--- config.mk ---
export PLATFORM = sky130hd
export DESIGN_NAME = cdb_rr_arbiter_flat
export DESIGN_NICKNAME = d
export VERILOG_FILES = /design/src/rtl/cdb_rr_arbiter_if.sv /design/src/rtl/cdb_rr_arbiter.sv /design/src/flat_wrapper.sv
export SDC_FILE = /design/constraint.sdc
export NUM_CORES = 1
export LEC_CHECK = 0
export CAP_MARGIN = 20
export CORE_MARGIN = 1.5
export CORE_UTILIZATION = 35
export DETAILED_ROUTE_END_ITERATION = 7
export MAX_ROUTING_LAYER = met4
export SETUP_SLACK_MARGIN = 0.02
export SKIP_CTS_REPAIR_TIMING = 1
export SLEW_MARGIN = 5
export SYNTH_ARGS = -nofsm -noshare
export SYNTH_HDL_FRONTEND = slang
export SYNTH_SLANG_ARGS = --single-unit
--- constraint.sdc ---
create_clock -name clk -period 2.95 [get_ports clk]
set_clock_uncertainty 0.05 [all_clocks]
set_input_delay 0.59 -clock clk [delete_from_list [all_inputs] [get_ports clk]]
set_output_delay 0.59 -clock clk [all_outputs]
set_load 0.05 [all_outputs]
--- src/rtl/cdb_rr_arbiter_if.sv ---
// Request/grant bundle between the functional units and the CDB arbiter.
// With CDB_ARB_PERF_EN defined the bundle also carries the conflict counter.
interface cdb_rr_arbiter_if #(
  parameter int NUM_FU = 3
);
  localparam int IDXW = $clog2(NUM_FU);

  logic [NUM_FU-1:0] cdb_req;
  logic              flush;
  logic [NUM_FU-1:0] fu_sel;
  logic              grant_valid;
  logic [IDXW-1:0]   grant_idx;
`ifdef CDB_ARB_PERF_EN
  logic [31:0]       conflict_cnt;

  modport master (output cdb_req, flush, input fu_sel, grant_valid, grant_idx, conflict_cnt);
  modport slave  (input cdb_req, flush, output fu_sel, grant_valid, grant_idx, conflict_cnt);
`else
  modport master (output cdb_req, flush, input fu_sel, grant_valid, grant_idx);
  modport slave  (input cdb_req, flush, output fu_sel, grant_valid, grant_idx);
`endif
endinterface

--- src/rtl/cdb_rr_arbiter.sv ---
// CDB writeback arbiter: starvation guard > fixed-priority class > round-robin.
// Optional conflict counter enabled by CDB_ARB_PERF_EN.
module cdb_rr_arbiter #(
  parameter int              NUM_FU    = 3,
  parameter logic [NUM_FU-1:0] PRIO_MASK = 3'b100,
  parameter int              MAX_WAIT  = 4
) (
  input logic              clk,
  input logic              rst_n,
  cdb_rr_arbiter_if.slave  arb
);
  localparam int IDXW = $clog2(NUM_FU);
  localparam int WW   = (MAX_WAIT > 0) ? $clog2(MAX_WAIT + 1) : 1;

  logic [NUM_FU-1:0] r_fu_sel;
  logic              r_grant_valid;
  logic [IDXW-1:0]   r_grant_idx;
  logic [IDXW-1:0]   r_last_rr;

  logic [WW-1:0]     w_wait [NUM_FU];
  logic [NUM_FU-1:0] w_starved;
  logic [NUM_FU-1:0] w_sel;
  logic [IDXW-1:0]   w_idx;
  logic              w_found;
  logic              w_from_rr;

  // Position k steps after 'last' in round-robin order, k in 1..NUM_FU.
  function automatic logic [IDXW-1:0] rr_pos(input logic [IDXW-1:0] last, input int k);
    int s;
    s = int'(last) + k;
    if (s >= NUM_FU) s = s - NUM_FU;
    return IDXW'(s);
  endfunction

  generate
    for (genvar gi = 0; gi < NUM_FU; gi++) begin : g_unit
      if (PRIO_MASK[gi]) begin : g_prio
        assign w_wait[gi]    = '0;
        assign w_starved[gi] = 1'b0;
      end else begin : g_rr
        logic [WW-1:0] r_cnt;
        always_ff @(posedge clk or negedge rst_n) begin
          if (!rst_n) begin
            r_cnt <= '0;
          end else if (arb.flush || !arb.cdb_req[gi] || w_sel[gi]) begin
            r_cnt <= '0;
          end else if (r_cnt != WW'(MAX_WAIT)) begin
            r_cnt <= r_cnt + WW'(1);
          end
        end
        assign w_wait[gi]    = r_cnt;
        assign w_starved[gi] = (MAX_WAIT > 0) && arb.cdb_req[gi] && (r_cnt == WW'(MAX_WAIT));
      end
    end
  endgenerate

  always_comb begin
    logic [IDXW-1:0] p;
    w_sel     = '0;
    w_idx     = '0;
    w_found   = 1'b0;
    w_from_rr = 1'b0;
    p         = '0;
    for (int k = 1; k <= NUM_FU; k++) begin
      p = rr_pos(r_last_rr, k);
      if (!w_found && w_starved[p]) begin
        w_found   = 1'b1;
        w_from_rr = 1'b1;
        w_idx     = p;
      end
    end
    for (int i = NUM_FU - 1; i >= 0; i--) begin
      if (!w_found && PRIO_MASK[i] && arb.cdb_req[i]) begin
        w_found = 1'b1;
        w_idx   = IDXW'(i);
      end
    end
    for (int k = 1; k <= NUM_FU; k++) begin
      p = rr_pos(r_last_rr, k);
      if (!w_found && !PRIO_MASK[p] && arb.cdb_req[p]) begin
        w_found   = 1'b1;
        w_from_rr = 1'b1;
        w_idx     = p;
      end
    end
    if (w_found) w_sel[w_idx] = 1'b1;
  end

  // A flush kills the grant but keeps the RR pointer so fairness survives mispredicts.
  always_ff @(posedge clk or negedge rst_n) begin
    if (!rst_n) begin
      r_fu_sel      <= '0;
      r_grant_valid <= 1'b0;
      r_grant_idx   <= '0;
      r_last_rr     <= IDXW'(NUM_FU - 1);
    end else if (arb.flush) begin
      r_fu_sel      <= '0;
      r_grant_valid <= 1'b0;
      r_grant_idx   <= '0;
    end else begin
      r_fu_sel      <= w_sel;
      r_grant_valid <= w_found;
      r_grant_idx   <= w_found ? w_idx : '0;
      if (w_from_rr) r_last_rr <= w_idx;
    end
  end

  assign arb.fu_sel      = r_fu_sel;
  assign arb.grant_valid = r_grant_valid;
  assign arb.grant_idx   = r_grant_idx;

`ifdef CDB_ARB_PERF_EN
  logic [31:0] r_conflict_cnt;
  always_ff @(posedge clk or negedge rst_n) begin
    if (!rst_n) begin
      r_conflict_cnt <= '0;
    end else if (arb.flush) begin
      r_conflict_cnt <= '0;
    end else if ($countones(arb.cdb_req) > 1) begin
      r_conflict_cnt <= r_conflict_cnt + 32'd1;
    end
  end
  assign arb.conflict_cnt = r_conflict_cnt;
`endif
endmodule

--- src/flat_wrapper.sv ---
// flat-port wrapper written by rule: the top's interface ports become plain ports
module cdb_rr_arbiter_flat 
#(
  parameter int              NUM_FU    = 3,
  parameter logic [NUM_FU-1:0] PRIO_MASK = 3'b100,
  parameter int              MAX_WAIT  = 4
)
  (clk, rst_n, arb_cdb_req, arb_flush, arb_fu_sel, arb_grant_valid, arb_grant_idx);
  cdb_rr_arbiter_if #(.NUM_FU(NUM_FU)) arb_i ();
  input logic clk;
  input logic rst_n;
  input wire logic [$bits(arb_i.cdb_req)-1:0] arb_cdb_req;
  input wire logic [$bits(arb_i.flush)-1:0] arb_flush;
  output wire logic [$bits(arb_i.fu_sel)-1:0] arb_fu_sel;
  output wire logic [$bits(arb_i.grant_valid)-1:0] arb_grant_valid;
  output wire logic [$bits(arb_i.grant_idx)-1:0] arb_grant_idx;
  assign arb_i.cdb_req = arb_cdb_req;
  assign arb_i.flush = arb_flush;
  assign arb_fu_sel = arb_i.fu_sel;
  assign arb_grant_valid = arb_i.grant_valid;
  assign arb_grant_idx = arb_i.grant_idx;
  cdb_rr_arbiter #(.NUM_FU(NUM_FU), .PRIO_MASK(PRIO_MASK), .MAX_WAIT(MAX_WAIT)) u_core (.clk(clk), .rst_n(rst_n), .arb(arb_i));
endmodule
Word-level counts from Yosys, hierarchy flattened. Index checks and enable logic that the tools add are counted.

Register bits: 14. Bits of input ports: 6. Output and inout port bits: 6. Word-level logic and storage cells: 106.

Add/sub/neg operators: 8. Order comparisons: 8. Equality and inequality tests: 4. Mux-type cells: 49. Bitwise operators: 1. Reductions and logical operators: 30.

Operators by type and width (count): 2-bit two-way mux (12); 1-bit two-way mux (21); 1-bit binary-select mux with 2-bit select (9); 3-bit two-way mux (6); 1-bit logical AND (12); 2-bit by 3-bit < comparator with 1-bit output, second input constant (4); 1-bit logical NOT (11); 3-bit by 2-bit greater-or-equal comparator with 1-bit output, second input constant (3); 2-bit by 2-bit adder with 3-bit output, second input constant (2); 3-bit by 1-bit adder with 3-bit output, second input constant (2); 3-bit equality test, second input constant (2); 3-bit inequality test, second input constant (2); 2-bit by 1-bit subtractor with 2-bit output, second input constant (3); 1-bit logical OR (4); 2-bit nonzero test (2); 2-bit by 1-bit adder with 3-bit output, second input constant (1); 1-bit demux with 2-bit select (1); 2-bit by 1-bit greater-or-equal comparator with 1-bit output, second input constant (1); 2-bit AND reduction (1); 1-bit inverter (1).

Depth between registers and ports, before layout. Gate-level depths: netlist of run 1.

Word-level depth: 34. Gate-level depth with buffers: 11. Mapped depth without buffers: 8.

Least setup slack after synthesis of run 1. Ideal clock, no wire load.

Kind: reg2reg. Start: register u_core.r_last_rr[0]. End: register u_core.r_last_rr[0]. Setup time: 0.066 ns. Data arrival time: 2.314 ns. Data required time: 2.834 ns. Path slack: 0.520 ns. Stages on the path, launching flop included: 9. Path buffers: 1. Period minus slack after synthesis: 2.430 ns. Path through: dfrtp_1 -> buf_4 -> inv_1 -> ha_1 -> mux2_4 -> a221o_1 -> a211o_1 -> a211oi_4 -> a22o_1.

Word-level cells in the longest chain between the ends: 28. Elaborated cells between the ends (all ways): 65. Those cells by class: add/sub: 6; order compare: 3; mux: 37; reduce/logical: 19.

RTL lines: start: declaration (line cdb_rr_arbiter.sv:18) `logic [IDXW-1:0] r_last_rr;`; start signal: assignment (line cdb_rr_arbiter.sv:95) `r_last_rr <= IDXW'(NUM_FU - 1);`; start signal: assignment (line cdb_rr_arbiter.sv:104) `if (w_from_rr) r_last_rr <= w_idx;`; 2-bit by 1-bit adder with 3-bit output (line cdb_rr_arbiter.sv:30) `s = int'(last) + k;`; 3-bit by 2-bit greater-or-equal comparator with 1-bit output or 2-bit by 1-bit subtractor with 2-bit output (tied branches) (line cdb_rr_arbiter.sv:31) `if (s >= NUM_FU) s = s - NUM_FU;`; 2-bit two-way mux (line cdb_rr_arbiter.sv:31); 1-bit binary-select mux with 2-bit select (line cdb_rr_arbiter.sv:66) `if (!w_found && w_starved[p]) begin`; 1-bit two-way mux (not written as such) (line cdb_rr_arbiter.sv:66); 1-bit two-way mux (line cdb_rr_arbiter.sv:66); 1-bit logical NOT (line cdb_rr_arbiter.sv:66); 1-bit logical AND (line cdb_rr_arbiter.sv:66); [... 10 more ...]; 1-bit two-way mux (line cdb_rr_arbiter.sv:80) `if (!w_found && !PRIO_MASK[p] && arb.cdb_req[p]) begin`; 1-bit logical NOT (line cdb_rr_arbiter.sv:80); 1-bit logical AND (2 in series) (line cdb_rr_arbiter.sv:80); 1-bit two-way mux (line cdb_rr_arbiter.sv:80); 1-bit logical NOT (line cdb_rr_arbiter.sv:80); 1-bit logical AND (2 in series) (line cdb_rr_arbiter.sv:80); 1-bit two-way mux (line cdb_rr_arbiter.sv:80); 2-bit AND reduction (no source line).

Parallel ways exist; a longest one is shown, timed or not. The select of a mux whose other input is x is not followed. A chain may end at the register's enable or synchronous reset.

Final worst setup path of run 1. Ends and elaborated chain as after synthesis.

==> impl_metrics.tcl, run 1 <==
set metrics [dict create \
    status "finished, final reports clean" \
    routed_wl_mm 2.141 \
    cp_max_fo 7 \
    swShare 0.3986 \
    cts_buffers 3 \
    synth_ff_type "dfrtp_1" \
    first_pass_iters 4 \
    ant_nets 0 \
    grt_start_max_net_pins 15 \
    cts_tree "done" \
    synth_area_um2 994.7 \
    synthArstFlopShare 1.000 \
    dieArea_mm2 0.003171 \
    post-route-drc-count 0 \
    fmax_mhz 385.2 \
    overflow 0 \
    total_power_w 0.0007607 \
    cts.clk_slew.worst_paths_ns 0.09 \
    maxSlewViolCount 0 \
    final_common_cell "dfrtp_1" \
    n_antenna_cell 0 \
    combinationalPowerShare 0.511 \
    regArea_um2 351.6 \
    period_needed_ns 2.596 \
    worstMarginPinSlew_ns 0.6252 \
    grt_pass1_wl_mm 3.732 \
    power_frac_seq 0.301 \
    wl_per_cell_um 13.90 \
    initial_utilization 0.3638 \
    vias 844 \
    r2r_setup_slack_ns 0.35 \
    gp_congestion 0.8235 \
    root_buffer "clkbuf_4" \
    htreeDepth 1 \
    critPathSlowestCell "dfrtp_1" \
    grt_pass1_vias 809 \
    ir_worst_vdd_mv 0.3327 \
    synth_cells 106 \
    cts_sinks 14 \
    rsz0062_at_grt "false" \
    first_iter_violations 29 \
    synth.distinct_cells 40 \
    area_delta_synth_final_pct 21.26 \
    dpl_cell_area_mm2 0.001162 \
    worstSkewPairLatency_ns 0.28 \
    crit_chain "inv_1 -> buf_4 -> ha_1 -> mux2_4 -> a221o_1 -> a211o_1 -> a211oi_4 -> a22o_1" \
    end_kind "flip-flop" \
    synth_seq_cells 14 \
    critPathRequiredTime_ns 3.13 \
    p_clk_frac 0.188 \
    syn_avg_cell_area_um2 9.384 \
    io_buffer_count 11 \
    grt_usage 0.1537 \
    drv_cap 0 \
    core_mm2 0.002734 \
    final_cell_mix "dfrtp_1, clkdlybuf4s50_1, inv_1" \
    crit_family "compound AO/OA/AOI/OAI gates" \
    yosysWarnings 0 \
    vias_per_cell 5.481 \
    slowest_delay_ns 0.40 \
    synth_edf_count 0 \
    slew_headroom 0.5819 \
    n_fill_cell 282 \
    hpwlAfterDp_mm 1.622 \
    pin_count 12 \
    layout-drive-gt1-share 0.1301 \
    crit_type "flip-flop to flip-flop" \
    p_per_area_mw_per_mm2 630.7 \
    fin_area_mm2 0.001206 \
    dieHeight_um 56.31 \
    p_int_w 0.0004575 \
    nNetsFinal 138 \
    synthesis.nets 120 \
    cp-start-kind "flip-flop" \
    switchingPower_w 0.0003032 \
    rows 19 \
    clockBufferDepth 2 \
    p_leak_nw 0.5288 \
    antenna_found_initial 0 \
    die_w_um 56.31 \
    period_share 0.8799 \
    critPathBufInv 2 \
    hold_class "flip-flop to flip-flop" \
    finalSetupViolations 0 \
    seq_area_frac_synth 0.3535 \
    multi_input_area_um2 583.1 \
    arrival_ns 2.77 \
    hold_viol 0 \
]
power by group through the flow:
stage               logic (W)  registers [W]  clock network, W
floorplan            0.000232       0.000275                 0
global placement     0.000378       0.000233                 0
global route         0.000424       0.000232          0.000152
finish               0.000389       0.000229          0.000143
CTS                  0.000384       0.000230          0.000148
detailed placement   0.000382       0.000233                 0
cell usage after synthesis, drive strengths merged (3+ instances only):
cell type  count  area, µm²
nor3           8      40.04
inv            9      33.78
and2           3      18.77
nand3          4      20.02
nand2          8      30.03
ha             8      100.1
mux2i          4      40.04
buf            4      28.78
nor4           3      25.02
a21oi          4      20.02
o21ai          3      15.01
dfrtp         13      325.3
nor2           4      15.01
stage by stage:
stage           TNS [ns]    util  worst slack [ns]  cells  hold WS, ns
3_3_place_gp           0  0.4252            0.1154    150       0.4607
3_5_place_dp   -0.002717  0.4252         -0.002717    150       0.4640
4_1_cts                0  0.4384            0.2120    154       0.4802
5_1_grt                0  0.4412            0.1727    154       0.4899
2_1_floorplan          0       -            0.5195    106       0.2444
6_report               0  0.4412            0.3543    154       0.4760
worst register-to-register path, stage by stage, from the launching register on:
cell and delay, ns:
dfrtp_1 0.40, inv_1 0.08, buf_4 0.12, ha_1 0.30
mux2_4 0.34, a221o_1 0.36, a211o_1 0.33, a211oi_4 0.36
a22o_1 0.21
metal layers:
layer | vias up | track usage | share of wire
li1 | 412 | - | -
met1 | 413 | 0.1965 | 0.46
met2 | 17 | 0.2403 | 0.48
met3 | 2 | 0.05300 | 0.045
met4 | 0 | 0.02721 | 0.0075
met5 | - | - | 0
path summary, 6_finish.rpt:
check,cells past startpoint,startpoint,to
min in group asynchronous,1,rst_n,u_core.arb.fu_sel[2]
max in group asynchronous,1,rst_n,u_core.g_unit[1].g_rr.r_cnt[2]
min reg2reg,1,u_core.r_last_rr[1],u_core.r_last_rr[1]
max reg2reg,8,u_core.r_last_rr[0],u_core.r_last_rr[0]
min,1,u_core.r_last_rr[1],u_core.r_last_rr[1]
max,8,u_core.r_last_rr[0],u_core.r_last_rr[0]
final cells by class:
class,instances,area share
Tap cell,31,0.03216
Sequential cell,14,0.2915
Clock buffer,4,0.03008
Timing Repair Buffer,18,0.1349
Inverter,9,0.02801
Multi-Input combinational cell,78,0.4834
sequential cells by signal (all words and copies together), names as in the netlist:
signal and cells:
u_core.arb.fu_sel 3, u_core.arb.grant_idx 2, u_core.arb.grant_valid 1, u_core.g_unit.g_rr.r_cnt 6, u_core.r_last_rr 2
cell families (layout without fill, tap and decap cells):
| family | after synthesis | in the layout | synth area share |
|---|---|---|---|
| multiplexers | 6 | 6 | 0.06666 |
| AND/OR/NAND/NOR | 42 | 42 | 0.2377 |
| flip-flops | 14 | 14 | 0.3535 |
| XOR/XNOR | 2 | 2 | 0.01761 |
| AO/OA/AOI/OAI | 20 | 20 | 0.1560 |
| buffers and inverters | 14 | 31 | 0.06792 |
| adder cells (fa/ha/maj) | 8 | 8 | 0.1006 |
No activity file was read; power rests on OpenSTA's default activity.
==> run 2, diff against run 1 <==
CORE_MARGIN = 3   (was 1.5)
PLACE_DENSITY = 0.54   (was default)
==> run 2 against run 1 <==
  * Via count fell by 1.1%
  * Global-route usage fell by 1.6 points
  * Flip-flop and latch count did not move
  * Worst setup slack got worse by 0.090 ns
  * Sequential power barely moved
==> impl_metrics.tcl, run 2 (synthesized netlist as in run 1, its figures left out) <==
set metrics [dict create \
    n_fill_cell 244 \
    power_frac_seq 0.313 \
    combinationalPowerShare 0.532 \
    ir_worst_vdd_mv 0.2855 \
    dieArea_mm2 0.003518 \
    routed_wl_mm 2.034 \
    p_leak_nw 0.5253 \
    post-route-drc-count 0 \
    rows 18 \
    grt_start_max_net_pins 15 \
    antenna_found_initial 0 \
    dieHeight_um 59.31 \
    vias_per_cell 5.422 \
    worstSkewPairLatency_ns 0.28 \
    n_antenna_cell 0 \
    nNetsFinal 139 \
    root_buffer "clkbuf_4" \
    io_buffer_count 11 \
    grt_pass1_vias 795 \
    worst_r2r_path_depth 9 \
    core_mm2 0.002590 \
    r2r_setup_slack_ns 0.29 \
    cp-start-kind "input pin" \
    end_kind "flip-flop" \
    finalSetupViolations 0 \
    overflow 0 \
    hold_viol 0 \
    crit_type "input pin to flip-flop" \
    cts_tree "done" \
    ant_nets 0 \
    min_from "u_core.r_last_rr[1]" \
    cts_sinks 14 \
    slew_headroom 0.5677 \
    fin_area_mm2 0.001197 \
    period_needed_ns 2.686 \
    slowest_delay_ns 0.66 \
    hpwlAfterDp_mm 1.664 \
    vias 835 \
    grt_usage 0.1380 \
    wl_per_cell_um 13.21 \
    first_pass_iters 4 \
    switchingPower_w 0.0002920 \
    arrival_ns 2.86 \
    pin_count 12 \
    area_delta_synth_final_pct 20.38 \
    finalSetupTns_ns 0 \
    cts_buffers 3 \
    hold_end "u_core.r_last_rr[1]" \
    cp_max_fo 10 \
    p_clk_frac 0.154 \
    hold_class "flip-flop to flip-flop" \
    r2r-start "u_core.r_last_rr[1]" \
    swShare 0.4017 \
    gp_congestion 0.8780 \
    drv_cap 0 \
    timing.rr.end "u_core.r_last_rr[0]" \
    period_share 0.9105 \
    critPathRequiredTime_ns 3.13 \
    htreeDepth 1 \
    clockBufferDepth 2 \
    top_register "u_core.g_unit.g_rr.r_cnt" \
    final_cell_mix "dfrtp_1, clkdlybuf4s50_1, inv_1" \
    largest_reg_flops 6 \
    holdPathStages 1 \
    fmax_mhz 372.3 \
    rsz0062_at_grt "false" \
    p_per_area_mw_per_mm2 607.0 \
    worstMarginPinSlew_ns 0.6383 \
    cts.clk_slew.worst_paths_ns 0.09 \
    final_common_cell "dfrtp_1" \
    crit_chain "clkdlybuf4s50_1 -> nand3_1 -> o311ai_1 -> o22ai_1 -> a211oi_4 -> a22o_1" \
    maxSlewViolCount 0 \
    p_int_w 0.0004348 \
    grt_pass1_wl_mm 3.657 \
    initial_utilization 0.3841 \
    dpl_cell_area_mm2 0.001169 \
    layout-drive-gt1-share 0.1290 \
    first_iter_violations 29 \
    critPathSlowestCell "clkdlybuf4s50_1" \
    status "finished, final reports clean" \
    die_w_um 59.31 \
]
-- run 2: worst max-delay path, delay by kind of cell --
family / cells / cell delay (ns)
compound gates: 4 / 1.43
buf+inv: 1 / 0.66
simple gates: 1 / 0.18
-- run 2: worst max path at each step --
stage	start	end	slack, ns	cells after the start
finish	arb_cdb_req[0]	u_core.r_last_rr[0]	0.26	6
global route	u_core.r_last_rr[1]	u_core.g_unit[1].g_rr.r_cnt[1]	0.10	8
CTS	u_core.r_last_rr[1]	u_core.r_last_rr[0]	0.20	9
detailed placement	arb_cdb_req[0]	u_core.r_last_rr[0]	0.007	6
global placement	arb_cdb_req[0]	u_core.r_last_rr[0]	0.07	6
floorplan	u_core.r_last_rr[0]	u_core.r_last_rr[0]	0.52	8
-- run 2: power by group through the flow --
stage / logic [W] / registers (W) / clock network, W
after floorplan: 0.000232 / 0.000275 / 0
after global placement: 0.000387 / 0.000231 / 0
after detailed placement: 0.000384 / 0.000232 / 0
after CTS: 0.000386 / 0.000228 / 0.000114
after global routing: 0.000426 / 0.000231 / 0.000127
final: 0.000387 / 0.000228 / 0.000112
-- run 2: per-stage QoR --
stage / total power [W] / setup slack (ns) / utilization / hold slack, ns / instances
detailed placement: 0.0006162 / 0.007294 / 0.4512 / 0.4604 / 150
global placement: 0.0006186 / 0.06637 / 0.4512 / 0.4615 / 150
CTS: 0.0007275 / 0.2033 / 0.4614 / 0.4765 / 154
finish: 0.0007268 / 0.2640 / 0.4623 / 0.4722 / 154
floorplan: 0.0005070 / 0.5195 / - / 0.2444 / 106
global route: 0.0007837 / 0.1014 / 0.4623 / 0.4869 / 154
-- run 2: area by class of cell --
type / instances / area, µm² / area share
clock buffer: 4 / 26.28 / 0.02194
tap: 30 / 37.54 / 0.03135
multi-input combinational: 78 / 578.1 / 0.4828
timing repair buffer: 19 / 170.2 / 0.1421
sequential: 14 / 351.6 / 0.2936
inverter: 9 / 33.78 / 0.02821
-- run 2: metal layers --
| metal | GRT usage | vias up | part of all wire | routed length, µm |
|---|---|---|---|---|
| met2 | 0.2028 | 9 | 0.47 | 946 |
| li1 | - | 417 | - | - |
| met1 | 0.1965 | 409 | 0.51 | 1035 |
| met3 | 0.03268 | 0 | 0.026 | 53 |
| met4 | 0.01942 | 0 | 0 | 0 |
| met5 | - | - | 0 | 0 |
==> run 3, diff against run 2 <==
--- a/config.mk
+++ b/config.mk
@@ -7,3 +7,4 @@
 export LEC_CHECK = 0
-export CAP_MARGIN = 20
+export ABC_CLOCK_PERIOD_IN_PS = 2950
+export CAP_MARGIN = 25
 export CORE_MARGIN = 3
--- a/constraint.sdc
+++ b/constraint.sdc
@@ -4,2 +4,2 @@
 set_output_delay 0.59 -clock clk [all_outputs]
-set_load 0.05 [all_outputs]
+set_load 0.1 [all_outputs]
==> run 3 against run 2 <==
  * Clock-buffer cell count unchanged
  * Final area increased by 0.21%
  * Utilization increased by 0.097 points
  * Sequential power about the same
  * Worst setup slack improved by 0.047 ns
  * Register-to-register slack improved by 0.05 ns
  * Final cell count increased by 0.65%
  * First-iteration DRC count increased by 38%
  * Critical path type unchanged
==> impl_metrics.tcl, run 3 (synthesized netlist as in run 1, its figures left out) <==
set metrics [dict create \
    core_mm2 0.002590 \
    n_antenna_cell 0 \
    hold_viol 0 \
    worstSkewPairLatency_ns 0.28 \
    root_buffer "clkbuf_4" \
    finalSetupTns_ns 0 \
    crit_type "input pin to flip-flop" \
    antenna_found_initial 0 \
    htreeDepth 1 \
    grt_pass1_vias 820 \
    final_cell_mix "buf_4, dfrtp_1, inv_1, nand2_1, nor3_1" \
    slew_headroom 0.5617 \
    p_leak_nw 0.5456 \
    switchingPower_w 0.0003510 \
    swShare 0.4359 \
    rows 18 \
    cts_tree "done" \
    wl_per_cell_um 14.23 \
    top_register "u_core.g_unit.g_rr.r_cnt" \
    p_clk_frac 0.169 \
    initial_utilization 0.3841 \
    largest_reg_flops 6 \
    layout-drive-gt1-share 0.1920 \
    period_share 0.8946 \
    ant_nets 0 \
    n_fill_cell 248 \
    grt_start_max_net_pins 15 \
    hpwlAfterDp_mm 1.726 \
    arrival_ns 2.81 \
    io_buffer_count 11 \
    die_w_um 59.31 \
    worstMarginPinSlew_ns 0.6473 \
    fin_ws_ns 0.3110 \
    first_iter_violations 40 \
    dieArea_mm2 0.003518 \
    cts.clk_slew.worst_paths_ns 0.08 \
    period_needed_ns 2.639 \
    final_common_cell "buf_4" \
    critPathRequiredTime_ns 3.12 \
    vias 879 \
    overflow 0 \
    first_pass_iters 4 \
    cts_buffers 3 \
    dpl_worst_slack_ns 0.01622 \
    post-route-drc-count 0 \
    cts_sinks 14 \
    fmax_mhz 378.9 \
    routed_wl_mm 2.206 \
    drv_cap 0 \
    clockBufferDepth 2 \
    layoutNonFillerInstCount 155 \
    end_kind "flip-flop" \
    p_int_w 0.0004544 \
    combinationalPowerShare 0.548 \
    place_inst 151 \
    pin_count 12 \
    vias_per_cell 5.671 \
    dieHeight_um 59.31 \
    grt_usage 0.1480 \
    p_per_area_mw_per_mm2 671.2 \
    gp_congestion 0.8411 \
    rsz0062_at_grt "false" \
    nNetsFinal 140 \
    power_frac_seq 0.283 \
    finalSetupViolations 0 \
    status "finished, final reports clean" \
    area_delta_synth_final_pct 20.63 \
    ir_worst_vdd_mv 0.5136 \
    maxSlewViolCount 0 \
    hold_class "flip-flop to flip-flop" \
    grt_pass1_wl_mm 3.788 \
    cp_max_fo 8 \
    cp-start-kind "input pin" \
]
==> run 3: cell count changes in the layout (fill, tap and decap cells not counted), sizes merged <==
cell / change
clkdlybuf4s50: -6
buf: +7
==> run 3: cell type report <==
| cell class | count | area [µm²] | area share |
|---|---|---|---|
| multi-input combinational | 78 | 578.1 | 0.4818 |
| sequential | 14 | 351.6 | 0.2930 |
| timing repair buffer | 20 | 162.7 | 0.1356 |
| tap | 30 | 37.54 | 0.03128 |
| clock buffer | 4 | 36.28 | 0.03024 |
| inverter | 9 | 33.78 | 0.02815 |
==> run 3: critical path: stages <==
cell and delay [ns]:
clkdlybuf4s50_1 0.61, nand3_1 0.16, o311ai_1 0.58, o22ai_1 0.25, a211oi_4 0.41, a22o_1 0.21
==> run 3: routing by layer <==
| metal | vias up | routed length [µm] | GRT usage |
|---|---|---|---|
| li1 | 421 | - | - |
| met1 | 422 | 949 | 0.1944 |
| met2 | 31 | 1105 | 0.2184 |
| met3 | 5 | 111 | 0.03486 |
| met4 | 0 | 39 | 0.05825 |
| met5 | - | 0 | - |
==> run 3: metrics by stage <==
| step | area (µm²) | power [W] | hold slack, ns | util |
|---|---|---|---|---|
| 2_1_floorplan | 994.7 | 0.0005548 | 0.2444 | - |
| 5_1_grt | 1200 | 0.0008567 | 0.4867 | 0.4633 |
| 4_1_cts | 1197 | 0.0008093 | 0.4779 | 0.4623 |
| 3_3_place_gp | 1161 | 0.0006660 | 0.4587 | 0.4483 |
| 3_5_place_dp | 1161 | 0.0006672 | 0.4634 | 0.4483 |
| 6_report | 1200 | 0.0008054 | 0.4741 | 0.4633 |
==> run 3: worst paths after layout <==
| path | start | endpoint | slack [ns] | depth (start not counted) |
|---|---|---|---|---|
| max reg2reg | u_core.r_last_rr[1] | u_core.g_unit[1].g_rr.r_cnt[1] | 0.34 | 8 |
| max in group asynchronous | rst_n | u_core.g_unit[1].g_rr.r_cnt[2] | 1.80 | 1 |
| min in group asynchronous | rst_n | u_core.arb.fu_sel[0] | 0.64 | 1 |
| min | u_core.r_last_rr[1] | u_core.r_last_rr[1] | 0.47 | 1 |
| min reg2reg | u_core.r_last_rr[1] | u_core.r_last_rr[1] | 0.47 | 1 |
| max | arb_cdb_req[0] | u_core.r_last_rr[0] | 0.31 | 6 |
==> run 3: power by group through the flow <==
stage	clock network [W]	logic [W]	registers [W]
after detailed placement	0	0.000435	0.000232
after global placement	0	0.000435	0.000231
after CTS	0.000144	0.000437	0.000229
after global routing	0.000151	0.000475	0.000230
after floorplan	0	0.000232	0.000323
final	0.000136	0.000441	0.000228
